### src/rtl/cu_sleep_req_gen_if.sv
// Memory handshake and data-cache flush handshake seen by the per-CU sleep request generator.
interface cu_sleep_req_gen_if;
  logic mem_req_valid;
  logic mem_req_ready;
  logic mem_rsp_valid;
  logic req_stall;
  logic dcache_flush_req;
  logic dcache_flush_done;

  modport master (
    output mem_req_valid, mem_req_ready, mem_rsp_valid, dcache_flush_done,
    input  req_stall, dcache_flush_req
  );

  modport slave (
    input  mem_req_valid, mem_req_ready, mem_rsp_valid, dcache_flush_done,
    output req_stall, dcache_flush_req
  );
endinterface

### src/rtl/cu_sleep_req_gen.sv
// Per-CU sleep handshake initiator: idle filter, cache flush, memory drain, sleep request pulse.
// Optional drain latency counter enabled by defining CU_SLEEP_DRAIN_PERF_EN.
module cu_sleep_req_gen #(
  parameter int unsigned NUM_WARPS       = 4,
  parameter int unsigned MAX_OUTSTANDING = 8,
  parameter int unsigned IDLE_CYCLES     = 4,
  localparam int unsigned CW             = $clog2(MAX_OUTSTANDING + 1)
) (
  input  logic                 clk_i,
  input  logic                 rst_ni,
  input  logic [NUM_WARPS-1:0] warp_active_i,
  cu_sleep_req_gen_if.slave    bus,
  output logic                 sleep_req_o,
  output logic                 delay_sleep_o,
  output logic [CW-1:0]        outstanding_o,
  output logic                 err_o,
  output logic [31:0]          drain_cycles_o
);

  localparam int unsigned IW = $clog2(IDLE_CYCLES + 1);
  localparam logic [IW-1:0] IDLE_LAST = IW'(IDLE_CYCLES - 1);
  localparam logic [CW-1:0] OUT_MAX   = CW'(MAX_OUTSTANDING);

  typedef enum logic [2:0] {
    RUN, IDLE_WAIT, FLUSH, DRAIN, REQ, SLEEP
  } state_e;

  state_e        state_q, state_d;
  logic [IW-1:0] idle_cnt_q, idle_cnt_d;
  logic [CW-1:0] out_q, out_d;
  logic          err_q, err_d;
  logic          idle, inc, dec, seq_active;

  assign idle       = (warp_active_i == '0);
  assign inc        = bus.mem_req_valid & bus.mem_req_ready & (out_q != OUT_MAX);
  assign dec        = bus.mem_rsp_valid;
  assign seq_active = (state_q == FLUSH) || (state_q == DRAIN) ||
                      (state_q == REQ)   || (state_q == SLEEP);

  // Next-state, outstanding tracking and sticky error
  always_comb begin
    state_d    = state_q;
    idle_cnt_d = idle_cnt_q;
    out_d      = out_q;
    err_d      = err_q;

    unique case ({inc, dec})
      2'b10:   out_d = out_q + CW'(1);
      2'b01:   if (out_q != '0) out_d = out_q - CW'(1);
               else             err_d = 1'b1;
      default: out_d = out_q;
    endcase

    if (bus.dcache_flush_done && (state_q != FLUSH)) err_d = 1'b1;
    if (!idle && seq_active)                          err_d = 1'b1;

    unique case (state_q)
      RUN: begin
        if (idle) begin
          state_d    = IDLE_WAIT;
          idle_cnt_d = IW'(1);
        end
      end
      IDLE_WAIT: begin
        if (!idle) begin
          state_d    = RUN;
          idle_cnt_d = '0;
        end else if (idle_cnt_q >= IDLE_LAST) begin
          state_d    = FLUSH;
          idle_cnt_d = '0;
        end else begin
          idle_cnt_d = idle_cnt_q + IW'(1);
        end
      end
      FLUSH:   if (bus.dcache_flush_done) state_d = DRAIN;
      DRAIN:   if ((out_q == '0) && !inc) state_d = REQ;
      REQ:     state_d = SLEEP;
      SLEEP:   state_d = SLEEP;
      default: state_d = RUN;
    endcase
  end

  always_ff @(posedge clk_i or negedge rst_ni) begin
    if (!rst_ni) begin
      state_q    <= RUN;
      idle_cnt_q <= '0;
      out_q      <= '0;
      err_q      <= 1'b0;
    end else begin
      state_q    <= state_d;
      idle_cnt_q <= idle_cnt_d;
      out_q      <= out_d;
      err_q      <= err_d;
    end
  end

  // All outputs decode registered state only
  assign bus.req_stall        = (out_q == OUT_MAX);
  assign bus.dcache_flush_req = (state_q == FLUSH);
  assign sleep_req_o          = (state_q == REQ);
  assign delay_sleep_o        = (state_q == FLUSH) || (state_q == DRAIN) || (out_q != '0);
  assign outstanding_o        = out_q;
  assign err_o                = err_q;

`ifdef CU_SLEEP_DRAIN_PERF_EN
  logic [31:0] perf_q, perf_d;

  // Counts FLUSH+DRAIN cycles; frozen once REQ is reached since it no longer increments
  always_comb begin
    perf_d = perf_q;
    if ((state_q == IDLE_WAIT) && (state_d == FLUSH)) begin
      perf_d = '0;
    end else if (((state_q == FLUSH) || (state_q == DRAIN)) && (perf_q != '1)) begin
      perf_d = perf_q + 32'd1;
    end
  end

  always_ff @(posedge clk_i or negedge rst_ni) begin
    if (!rst_ni) perf_q <= '0;
    else         perf_q <= perf_d;
  end

  assign drain_cycles_o = perf_q;
`else
  assign drain_cycles_o = '0;
`endif

endmodule

### src/flat_wrapper.sv
// flat-port wrapper written by rule: the top's interface ports become plain ports
module cu_sleep_req_gen_flat 
#(
  parameter int unsigned NUM_WARPS       = 4,
  parameter int unsigned MAX_OUTSTANDING = 8,
  parameter int unsigned IDLE_CYCLES     = 4,
  localparam int unsigned CW             = $clog2(MAX_OUTSTANDING + 1)
)
  (clk_i, rst_ni, warp_active_i, sleep_req_o, delay_sleep_o, outstanding_o, err_o, drain_cycles_o, bus_mem_req_valid, bus_mem_req_ready, bus_mem_rsp_valid, bus_dcache_flush_done, bus_req_stall, bus_dcache_flush_req);
  cu_sleep_req_gen_if bus_i ();
  input  logic clk_i;
  input  logic rst_ni;
  input  logic [NUM_WARPS-1:0] warp_active_i;
  output logic sleep_req_o;
  output logic delay_sleep_o;
  output logic [CW-1:0] outstanding_o;
  output logic err_o;
  output logic [31:0] drain_cycles_o;
  input wire logic [$bits(bus_i.mem_req_valid)-1:0] bus_mem_req_valid;
  input wire logic [$bits(bus_i.mem_req_ready)-1:0] bus_mem_req_ready;
  input wire logic [$bits(bus_i.mem_rsp_valid)-1:0] bus_mem_rsp_valid;
  input wire logic [$bits(bus_i.dcache_flush_done)-1:0] bus_dcache_flush_done;
  output wire logic [$bits(bus_i.req_stall)-1:0] bus_req_stall;
  output wire logic [$bits(bus_i.dcache_flush_req)-1:0] bus_dcache_flush_req;
  assign bus_i.mem_req_valid = bus_mem_req_valid;
  assign bus_i.mem_req_ready = bus_mem_req_ready;
  assign bus_i.mem_rsp_valid = bus_mem_rsp_valid;
  assign bus_i.dcache_flush_done = bus_dcache_flush_done;
  assign bus_req_stall = bus_i.req_stall;
  assign bus_dcache_flush_req = bus_i.dcache_flush_req;
  cu_sleep_req_gen #(.NUM_WARPS(NUM_WARPS), .MAX_OUTSTANDING(MAX_OUTSTANDING), .IDLE_CYCLES(IDLE_CYCLES)) u_core (.clk_i(clk_i), .rst_ni(rst_ni), .warp_active_i(warp_active_i), .bus(bus_i), .sleep_req_o(sleep_req_o), .delay_sleep_o(delay_sleep_o), .outstanding_o(outstanding_o), .err_o(err_o), .drain_cycles_o(drain_cycles_o));
endmodule
### config.mk
export PLATFORM = sky130hd
export DESIGN_NAME = cu_sleep_req_gen_flat
export DESIGN_NICKNAME = d
export VERILOG_FILES = /design/src/rtl/cu_sleep_req_gen_if.sv /design/src/rtl/cu_sleep_req_gen.sv /design/src/flat_wrapper.sv
export SDC_FILE = /design/constraint.sdc
export NUM_CORES = 1
export LEC_CHECK = 0
export ABC_AREA = 1
export CAP_MARGIN = 20
export CORE_UTILIZATION = 44
export CTS_BUF_LIST = sky130_fd_sc_hd__clkbuf_16
export DETAILED_ROUTE_END_ITERATION = 16
export PLACE_DENSITY = 0.86
export SYNTH_ARGS = -nofsm -noshare
export SYNTH_HDL_FRONTEND = slang
export SYNTH_SLANG_ARGS = --single-unit
export TNS_END_PERCENT = 20
### constraint.sdc
create_clock -name clk_i -period 4.8 [get_ports clk_i]
set_clock_uncertainty 0.05 [all_clocks]
set_input_delay 1.2 -clock clk_i [delete_from_list [all_inputs] [get_ports clk_i]]
set_output_delay 1.2 -clock clk_i [all_outputs]
set_load 0.01 [all_outputs]
==> flow_summary.yaml <==
placed_design:
  routability_driven_placement_congestion_ratio: 0.920
  dp_hpwl_mm: 1.66
  portBuffers: 18
clocking:
  cts_buffers: 3
  clock_latency_ns: 0.24
  cts_post_setup_buffers_inserted: 0
  clk_transition_reported_paths_ns: 0.04
  clk_root_buffer_cell: "sky130_fd_sc_hd__clkbuf_16"
  hold_bufs_inserted_after_cts: 0
  cts_resized: 0
  ctsLongestPathBuffers: 2
  tritoncts: "yes"
  htreeDepth: 1
  clkSinkCount: 11
setup_path:
  timing.setup.critical_path_class: "reg -> out"
  setup.reg_to_reg.worst_slack_ns: 3.00
  worstPathRequired_ns: 3.55
  endpoint_kind: "output port"
  critical_path.reg2reg.endpoint: "u_core.outstanding_o[2]$_DFFE_PN0P_"
  rr_startpoint: "u_core.outstanding_o[0]$_DFFE_PN0P_"
  cp-start-kind: "flip-flop"
  timing.critical_path.arrival_ns: 1.80
  r2r.worst_path.cells: 11
  timing.critical_path.fanout_max: 6
grt:
  global_route.overflow_total: 0
  largest_net_degree_at_the_start_of_global_routing: 12
  grt_first_pass_wirelength_mm: 3.22
  number_of_global_route_vias_before_repair: 788
  number_of_antenna_violations_at_the_first_check_in_global_routing: 0
  overall_routing_resource_usage_pct: 17.0
routing:
  route.detailed.vias_per_inst: 4.59
  via_count: 840
  tritonroute_pass_1_iters: 4
  drt_iter0_drc: 12
  wl_mm: 2.05
  route.detailed.wl_per_inst_um: 11.2
  detail-route-antenna-nets: 0
  remaining_drc_errors: 0
cells_and_area:
  final_core_util_pct: 55.1
  areaGrowthSynthToFinish_pct: 16.1
  nNetsFinal: 172
  count_of_inserted_antenna_diode_cells: 0
  fraction_of_layout_instances_using_a_drive_strength_above_1_pct: 16.1
synthesis:
  ff_latch_count_synth: 11
  post_synthesis_instance_total: 134
  seq_area_frac_synth_pct: 26.0
  synth_cell_type_count: 30
  synth.cell_area_um2: 1060
  synth.avg_cell_area_um2: 7.91
  yosys_warnings: 0
sta:
  timing_worst_slew_pin_value_ns: 0.530
  relSlewSlack_pct: 64.5
  setup_repair_after_global_routing_missed_its_margin: "no"
  finalCriticalPeriod_ns: 3.05
  final_min_period_over_clock_period_pct: 63.5
  highest_clock_frequency_the_design_can_meet_mhz: 328
  finalHoldViolCount: 0
  drv_slew: 0
  setup_violations: 0
  setup-tns-final_ns: 0
worst_hold_path:
  whs_path_depth: 2
  worst_hold_startpoint: "u_core.err_o$_DFFE_PN0P_"
  worstHoldPathType: "reg -> reg"
  terminating_pin_of_the_worst_hold_path: "u_core.err_o$_DFFE_PN0P_"
floorplan:
  ports: 51
  floorplan.die.height_um: 51.1
  fp-row-count: 17
  fp.dieArea_um2: 2610
  die-width_um: 51.1
  floorplan.core_area_um2: 2230
  initial_utilization_pct: 47.5
pwr:
  power.density_nw_per_um2: 541
  power.ir.vdd_worst_v: 0.000251
  power.static_leakage_nw: 0.625
run_status:
  outcome: "finished, final reports clean"
flow_run:
  max_cap_violations: 0
-- worst max-delay path, stage by stage (launching register included) --
cell and delay (ns):
sky130_fd_sc_hd__dfrtp_1 0.45, sky130_fd_sc_hd__nor2_2 0.16, sky130_fd_sc_hd__nand3_1 0.17, sky130_fd_sc_hd__or2_2 0.31, sky130_fd_sc_hd__clkdlybuf4s50_1 0.47
-- cells in the final DEF, fill, tap and decap left out, drive strengths merged, types with 6 or more instances in the layout --
cell	count
ha	6
inv	20
nand3	7
nor2	10
dfrtp	11
o21ai	8
clkdlybuf4s50	18
conb	32
nand2	21
-- layer usage --
metal | vias up | part of all wire, % | GRT usage, %
li1 | 407 | - | -
met1 | 386 | 38 | 18.1
met2 | 39 | 52 | 28.5
met3 | 8 | 6.8 | 4.76
met4 | 0 | 2.8 | 12.5
met5 | - | 0 | 0
-- report_power, final --
group          switching, W  leakage [nW]  internal, W
sequential        0.0000530         0.137     0.000127
clock             0.0000405        0.0423     0.000109
combinational      0.000192         0.446     0.000144
total              0.000285         0.625     0.000380
-- worst max path at each step --
stage | start | to | slack [ns] | cells after the start
after floorplan | u_core.outstanding_o[0]$_DFFE_PN0P_ | delay_sleep_o | 2.54 | 3
after global placement | bus_mem_req_valid | u_core.outstanding_o[2]$_DFFE_PN0P_ | 2.02 | 13
after detailed placement | bus_mem_req_ready | u_core.outstanding_o[2]$_DFFE_PN0P_ | 1.93 | 13
after CTS | u_core.outstanding_o[0]$_DFFE_PN0P_ | delay_sleep_o | 1.76 | 4
after global routing | u_core.outstanding_o[0]$_DFFE_PN0P_ | delay_sleep_o | 1.69 | 4
final | u_core.outstanding_o[0]$_DFFE_PN0P_ | delay_sleep_o | 1.75 | 4
-- through the flow --
stage	cells	hold WS [ns]	setup WS, ns	cell area [um2]	total power (W)
after global placement	179	0.434	2.02	1150	0.000492
final	183	0.439	1.75	1230	0.000666
after detailed placement	179	0.432	1.93	1150	0.000514
after CTS	183	0.442	1.76	1230	0.000669
after floorplan	165	0.463	2.54	1180	0.000416
after global routing	183	0.485	1.69	1230	0.000714
-- area by class of cell --
type / count / area (um2)
fillers: 215 / 1000
multi-input cells: 103 / 589
flip-flops and latches: 11 / 275
repair buffers: 18 / 180
clock buffers: 3 / 75.1
inverters: 19 / 71.3
well taps: 28 / 35.0
clock inverters: 1 / 3.75
-- cell usage after synthesis (all sizes together) --
library cell | number | share of area, %
buf | 32 | 23
nand2 | 21 | 10
inv | 19 | 6.7
dfrtp | 11 | 26
nor2 | 10 | 5.4
o21ai | 8 | 3.8
nand3 | 7 | 3.8
ha | 6 | 7.1
a21oi | 3 | 1.4
nor3 | 3 | 2.5
xor2 | 3 | 2.5
o211ai | 2 | 1.9
o22ai | 2 | 1.8
or2 | 2 | 1.2
conb | 1 | 0.35
nand4 | 1 | 0.59
o21a | 1 | 0.71
o221ai | 1 | 0.83
o22a | 1 | 0.83
-- kinds of logic after synthesis --
kind of cell             after synthesis  share of synthesized area, %
AO/OA/AOI/OAI                         18                          11.2
AND/OR/NAND/NOR                       44                          23.5
other                                  1                         0.354
adder cells (fa/ha/maj)                6                          7.08
flip-flops                            11                          26.0
XOR/XNOR                               3                          2.48
buffers and inverters                 51                          29.4
-- state kept, by name, indices dropped and copies added, names as in the netlist --
name                  cells
u_core.err_o              1
u_core.idle_cnt_q         3
u_core.outstanding_o      4
u_core.state_q            3
Note: power is estimated with default switching activity, not from simulation.
==> variant 1, RTL diff (same settings) <==
The option `CU_SLEEP_DRAIN_PERF_EN` is turned on by a define.
--- a/src/rtl/cu_sleep_req_gen.sv
+++ b/src/rtl/cu_sleep_req_gen.sv
@@ -1,5 +1,7 @@
 // Per-CU sleep handshake initiator: idle filter, cache flush, memory drain, sleep request pulse.
 // Optional drain latency counter enabled by defining CU_SLEEP_DRAIN_PERF_EN.
+`define CU_SLEEP_DRAIN_PERF_EN
+
 module cu_sleep_req_gen #(
   parameter int unsigned NUM_WARPS       = 4,
   parameter int unsigned MAX_OUTSTANDING = 8,
Check against the original RTL: not equivalent (a bounded check fails within 10 cycles, from zero or initial values and one cycle with rst_ni low).
==> variant 1 against the original RTL <==
The run now ends with DRC left. Sequential cell count up 32. First-iteration DRC count rose to 19 times the old value. Worst setup slack better by 0.077 ns. Sequential power up 130%. Non-clock buffer count up 34. Area after synthesis rose to 2.8 times the old value. Register-to-register slack worse by 0.54 ns. Combinational power down 42%. Final area rose to 3.0 times the old value. Core utilization up 1.7 points. Power up 40%. Routed wire length rose to 3.6 times the old value. Critical path type is now primary input to flip-flop. Highest routed layer unchanged.
==> variant 1: results (changes against the original RTL) <==
INFO  metric run_status = finished, violations left
INFO  metric violations = DRC
INFO  metric drt-vias-per-instance = 5.23 (+14%)
INFO  metric ir_drop = 0.162 mV (-35%)
INFO  metric yosysUniqueCellTypes = 29 (-3.3%)
INFO  metric worst_skew_pair.late_latency = 0.29 ns (+0.05 ns)
INFO  metric clock_buffer_count_from_cts = 5 (+2)
INFO  metric drcViolationCount = 1 (+1)
INFO  metric grt_start_max_net_pins = 44 (+32)
INFO  metric power.switching = 0.265 mW (-7.2%)
INFO  metric grt_pass1_wl = 13.0 mm (+300%)
INFO  metric port_buffers = 50 (+32)
INFO  metric largest_reg_flops = 32 (+28)
INFO  metric via_count_of_the_first_global_routing_pass = 2971 (+280%)
INFO  metric max_fo_critical_path = 30 (+24)
INFO  metric synth.top_cells.by_count = 179 x sky130_fd_sc_hd__nand2_1, 64 x sky130_fd_sc_hd__nor2_1, 45 x sky130_fd_sc_hd__inv_1
INFO  metric place.detailed.hpwl = 5.38 mm (+220%)
INFO  metric num-nets-final = 512 (+200%)
INFO  metric max_slew.worst_pin.slew = 0.748 ns (+0.217 ns)
INFO  metric leakagePower = 1.72 nW (+180%)
INFO  metric crit_arrival = 3.10 ns (+1.30 ns)
INFO  metric area_after_dpl = 0.00347 mm2 (+200%)
INFO  metric timing.critical_path.slowest_cell_delay = 0.39 ns (-0.08 ns)
INFO  metric drive_gt1_frac = 0.0584 (-0.103)
INFO  metric fillerInstances = 568 (+160%)
[variant 1: cell types whose count changed after synthesis, sizes merged, moves of 3 or more]
cell / unedited run / this run
inv: 19 / 49
dfrtp: 11 / 43
a21oi: 3 / 6
nand3: 7 / 31
o21ai: 8 / 5
or2: 2 / 5
xnor2: 0 / 4
nor2: 10 / 69
nand4: 1 / 23
nand2: 21 / 183
xor2: 3 / 7
buf: 32 / 8
[variant 1: stage by stage]
step	hold WS (ns)	util
3_3_place_gp	0.429	0.540
6_report	0.448	0.567
5_1_grt	0.487	0.567
2_1_floorplan	0.417	-
3_5_place_dp	0.442	0.540
4_1_cts	0.456	0.561
[variant 1: power by group through the flow]
stage / clock network, mW / logic (mW) / registers (mW)
2_1_floorplan: 0 / 0.101 / 0.424
3_3_place_gp: 0 / 0.187 / 0.417
3_5_place_dp: 0 / 0.193 / 0.419
4_1_cts: 0.329 / 0.195 / 0.412
5_1_grt: 0.344 / 0.219 / 0.416
6_report: 0.326 / 0.196 / 0.412
[variant 1: area by class of cell]
| class | count | area share |
|---|---|---|
| clock buffer | 5 | 0.0343 |
| clock inverter | 3 | 0.00343 |
| inverter | 49 | 0.0512 |
| multi-input combinational | 345 | 0.443 |
| sequential | 43 | 0.295 |
| tap | 77 | 0.0264 |
| timing repair buffer | 52 | 0.147 |
[variant 1: cell families after synthesis]
family,after synthesis,synth area share
XOR/XNOR,11,0.0326
AND/OR/NAND/NOR,313,0.456
adder cells (fa/ha/maj),6,0.0280
buffers and inverters,57,0.0894
AO/OA/AOI/OAI,15,0.0301
flip-flops,43,0.364
[variant 1: worst paths after layout]
check                      depth (start not counted)                               endpoint                        startpoint  slack (ns)
setup / recovery                                  11  u_core.drain_cycles_o[12]$_DFFE_PN0P_                  warp_active_i[3]        1.83
hold / removal                                     2               u_core.err_o$_DFFE_PN0P_          u_core.err_o$_DFFE_PN0P_        0.45
setup reg to reg                                  11  u_core.drain_cycles_o[12]$_DFFE_PN0P_  u_core.idle_cnt_q[0]$_DFFE_PN0P_        2.46
hold reg to reg                                    2               u_core.err_o$_DFFE_PN0P_          u_core.err_o$_DFFE_PN0P_        0.45
max in group asynchronous                          2    u_core.outstanding_o[3]$_DFFE_PN0P_                            rst_ni        3.37
min in group asynchronous                          1  u_core.drain_cycles_o[19]$_DFFE_PN0P_                            rst_ni        0.84
[variant 1: metal layers]
layer	track usage	vias up	wire length [um]
met5	0	-	0
met4	0.0956	0	119
met3	0.0415	15	335
met2	0.376	82	3640
met1	0.290	1407	3290
li1	-	1500	-
[variant 1: tightest hold or removal path, cell delays in order, from the launching register on]
cell and delay [ns]:
sky130_fd_sc_hd__dfrtp_1 0.35, sky130_fd_sc_hd__a21oi_1 0.04, sky130_fd_sc_hd__o211ai_1 0.07
==> variant 2, RTL diff (same flow settings) <==
Without the edit above. Re-encode `state_e` (6 states) as one-hot, 6 bits wide.
--- a/src/rtl/cu_sleep_req_gen.sv
+++ b/src/rtl/cu_sleep_req_gen.sv
@@ -21,8 +21,8 @@
   localparam logic [IW-1:0] IDLE_LAST = IW'(IDLE_CYCLES - 1);
   localparam logic [CW-1:0] OUT_MAX   = CW'(MAX_OUTSTANDING);
 
-  typedef enum logic [2:0] {
-    RUN, IDLE_WAIT, FLUSH, DRAIN, REQ, SLEEP
+  typedef enum logic [5:0] {
+    RUN = 6'b000001, IDLE_WAIT = 6'b000010, FLUSH = 6'b000100, DRAIN = 6'b001000, REQ = 6'b010000, SLEEP = 6'b100000
   } state_e;
 
   state_e        state_q, state_d;
Formal check against the unedited RTL: same outputs for any inputs over 10 cycles, from zero or initial values and one cycle with rst_ni low; not proved beyond that.
==> variant 2 against the original RTL <==
Sequential cell count is 3 higher. Critical path depth unchanged. Worst hold slack got worse by 0.016 ns. Area after synthesis is 11% higher. Combinational power shrank 23%. Power decreased by 11%. Worst setup slack improved by 0.085 ns. Final area is 9.9% higher. Routed wire length down 8.4%. Largest cell class unchanged. Highest routed layer is now met3.
==> variant 2: results (changes against the original RTL) <==
INFO  metric yosysUniqueCellTypes = 29 (-3.3%)
INFO  metric num_vias = 856 (+1.9%)
INFO  metric placed_cells_incl_taps = 195 (+8.9%)
INFO  metric postLayoutCellArea = 0.00135 mm2 (+9.9%)
INFO  metric area_after_dpl = 0.00127 mm2 (+11%)
INFO  metric largest_reg_flops = 6 (+2)
INFO  metric drive_gt1_frac = 0.154 (-0.00744)
INFO  metric worst_hold_path.endpoint = u_core.idle_cnt_q[0]$_DFFE_PN0P_
INFO  metric crit_arrival = 1.71 ns (-0.09 ns)
INFO  metric syn-mean-instance-area = 7.96 um2 (+0.70%)
INFO  metric synth_seq_area_share = 0.298 (+0.0386)
INFO  metric via_count_of_the_first_global_routing_pass = 729 (-7.5%)
INFO  metric fillerInstances = 235 (+9.3%)
INFO  metric gp_congestion = 0.873 (-5.1%)
INFO  metric num-nets-final = 183 (+6.4%)
INFO  metric wirelength = 1.88 mm (-8.4%)
INFO  metric ir_drop = 0.414 mV (+65%)
INFO  metric grt_pass1_wl = 3.00 mm (-6.9%)
INFO  metric grt_start_max_net_pins = 15 (+3)
INFO  metric place.detailed.hpwl = 1.55 mm (-6.5%)
INFO  metric final.hold.worst_slack = 0.424 ns (-0.0157 ns)
INFO  metric worst_setup_path_startpoint = u_core.state_q[5]$_DFFE_PN0P_
INFO  metric synth.top_cells.by_count = 32 x sky130_fd_sc_hd__buf_4, 18 x sky130_fd_sc_hd__inv_1, 18 x sky130_fd_sc_hd__nand2_1
INFO  metric leakagePower = 0.720 nW (+15%)
INFO  metric initialDrtViolationCount = 9 (-3)
INFO  metric reg2reg_slack = 3.07 ns (+0.07 ns)
INFO  metric max_slew.worst_pin.slew = 0.599 ns (+0.0692 ns)
INFO  metric run_status = completed
INFO  metric timing.critical_path.slowest_cell_delay = 0.53 ns (+0.06 ns)
INFO  metric global_route.usage.total = 0.145 (-0.0248)
variant 2: changes by cell type after synthesis, sizes merged, moves of 2 or more:
cell	change
nand3	+4
nor2	+4
ha	-3
nand2	+3
nor3	-3
nor3b	+3
dfrtp	+2
inv	+2
nand4	+2
o21ai	+2
o22ai	-2
variant 2: power breakdown:
part | internal [mW] | switching (mW) | leakage (nW)
logic | 0.115 | 0.143 | 0.507
clock network | 0.109 | 0.0415 | 0.0385
registers | 0.147 | 0.0382 | 0.175
total | 0.372 | 0.223 | 0.720
variant 2: area by class of cell:
class,count,share of cell area
Clock buffer,3,0.0556
Clock inverter,1,0.00278
Inverter,21,0.0583
Multi-Input combinational cell,112,0.462
Sequential cell,14,0.260
Tap cell,30,0.0278
Timing Repair Buffer,18,0.133
variant 2: worst max-delay path, delay by kind of cell, from the launching register on:
| kind | cells | cell delay, ns |
|---|---|---|
| and+or+nand+nor | 3 | 0.53 |
| buffers and inverters | 1 | 0.53 |
| DFF | 1 | 0.41 |
variant 2: worst max path at each step:
stage          cells after the start                                   to  slack (ns)
6_report                           4                        delay_sleep_o        1.84
5_1_grt                            4                        delay_sleep_o        1.73
4_1_cts                            4                        delay_sleep_o        1.83
3_5_place_dp                      13  u_core.outstanding_o[2]$_DFFE_PN0P_        1.97
3_3_place_gp                      13  u_core.outstanding_o[2]$_DFFE_PN0P_        2.02
2_1_floorplan                     12  u_core.outstanding_o[2]$_DFFE_PN0P_        2.54
variant 2: routing by layer:
layer | vias to the layer above | track usage | routed length, um
li1 | 449 | - | -
met5 | - | 0 | 0
met3 | 0 | 0.0508 | 79
met4 | 0 | 0.0132 | 0
met1 | 382 | 0.161 | 790
met2 | 25 | 0.272 | 1010
variant 2: cell families (layout without fill, tap and decap cells):
group,Yosys count,count (layout),share of synthesized area
and+or+nand+nor,58,58,0.296
other,1,32,0.00318
DFF,14,14,0.298
adders and majority gates,3,3,0.0319
AOI/OAI and AO/OA,16,16,0.0775
xor gates and xnor gates,3,3,0.0223
buffers and inverters,53,43,0.271
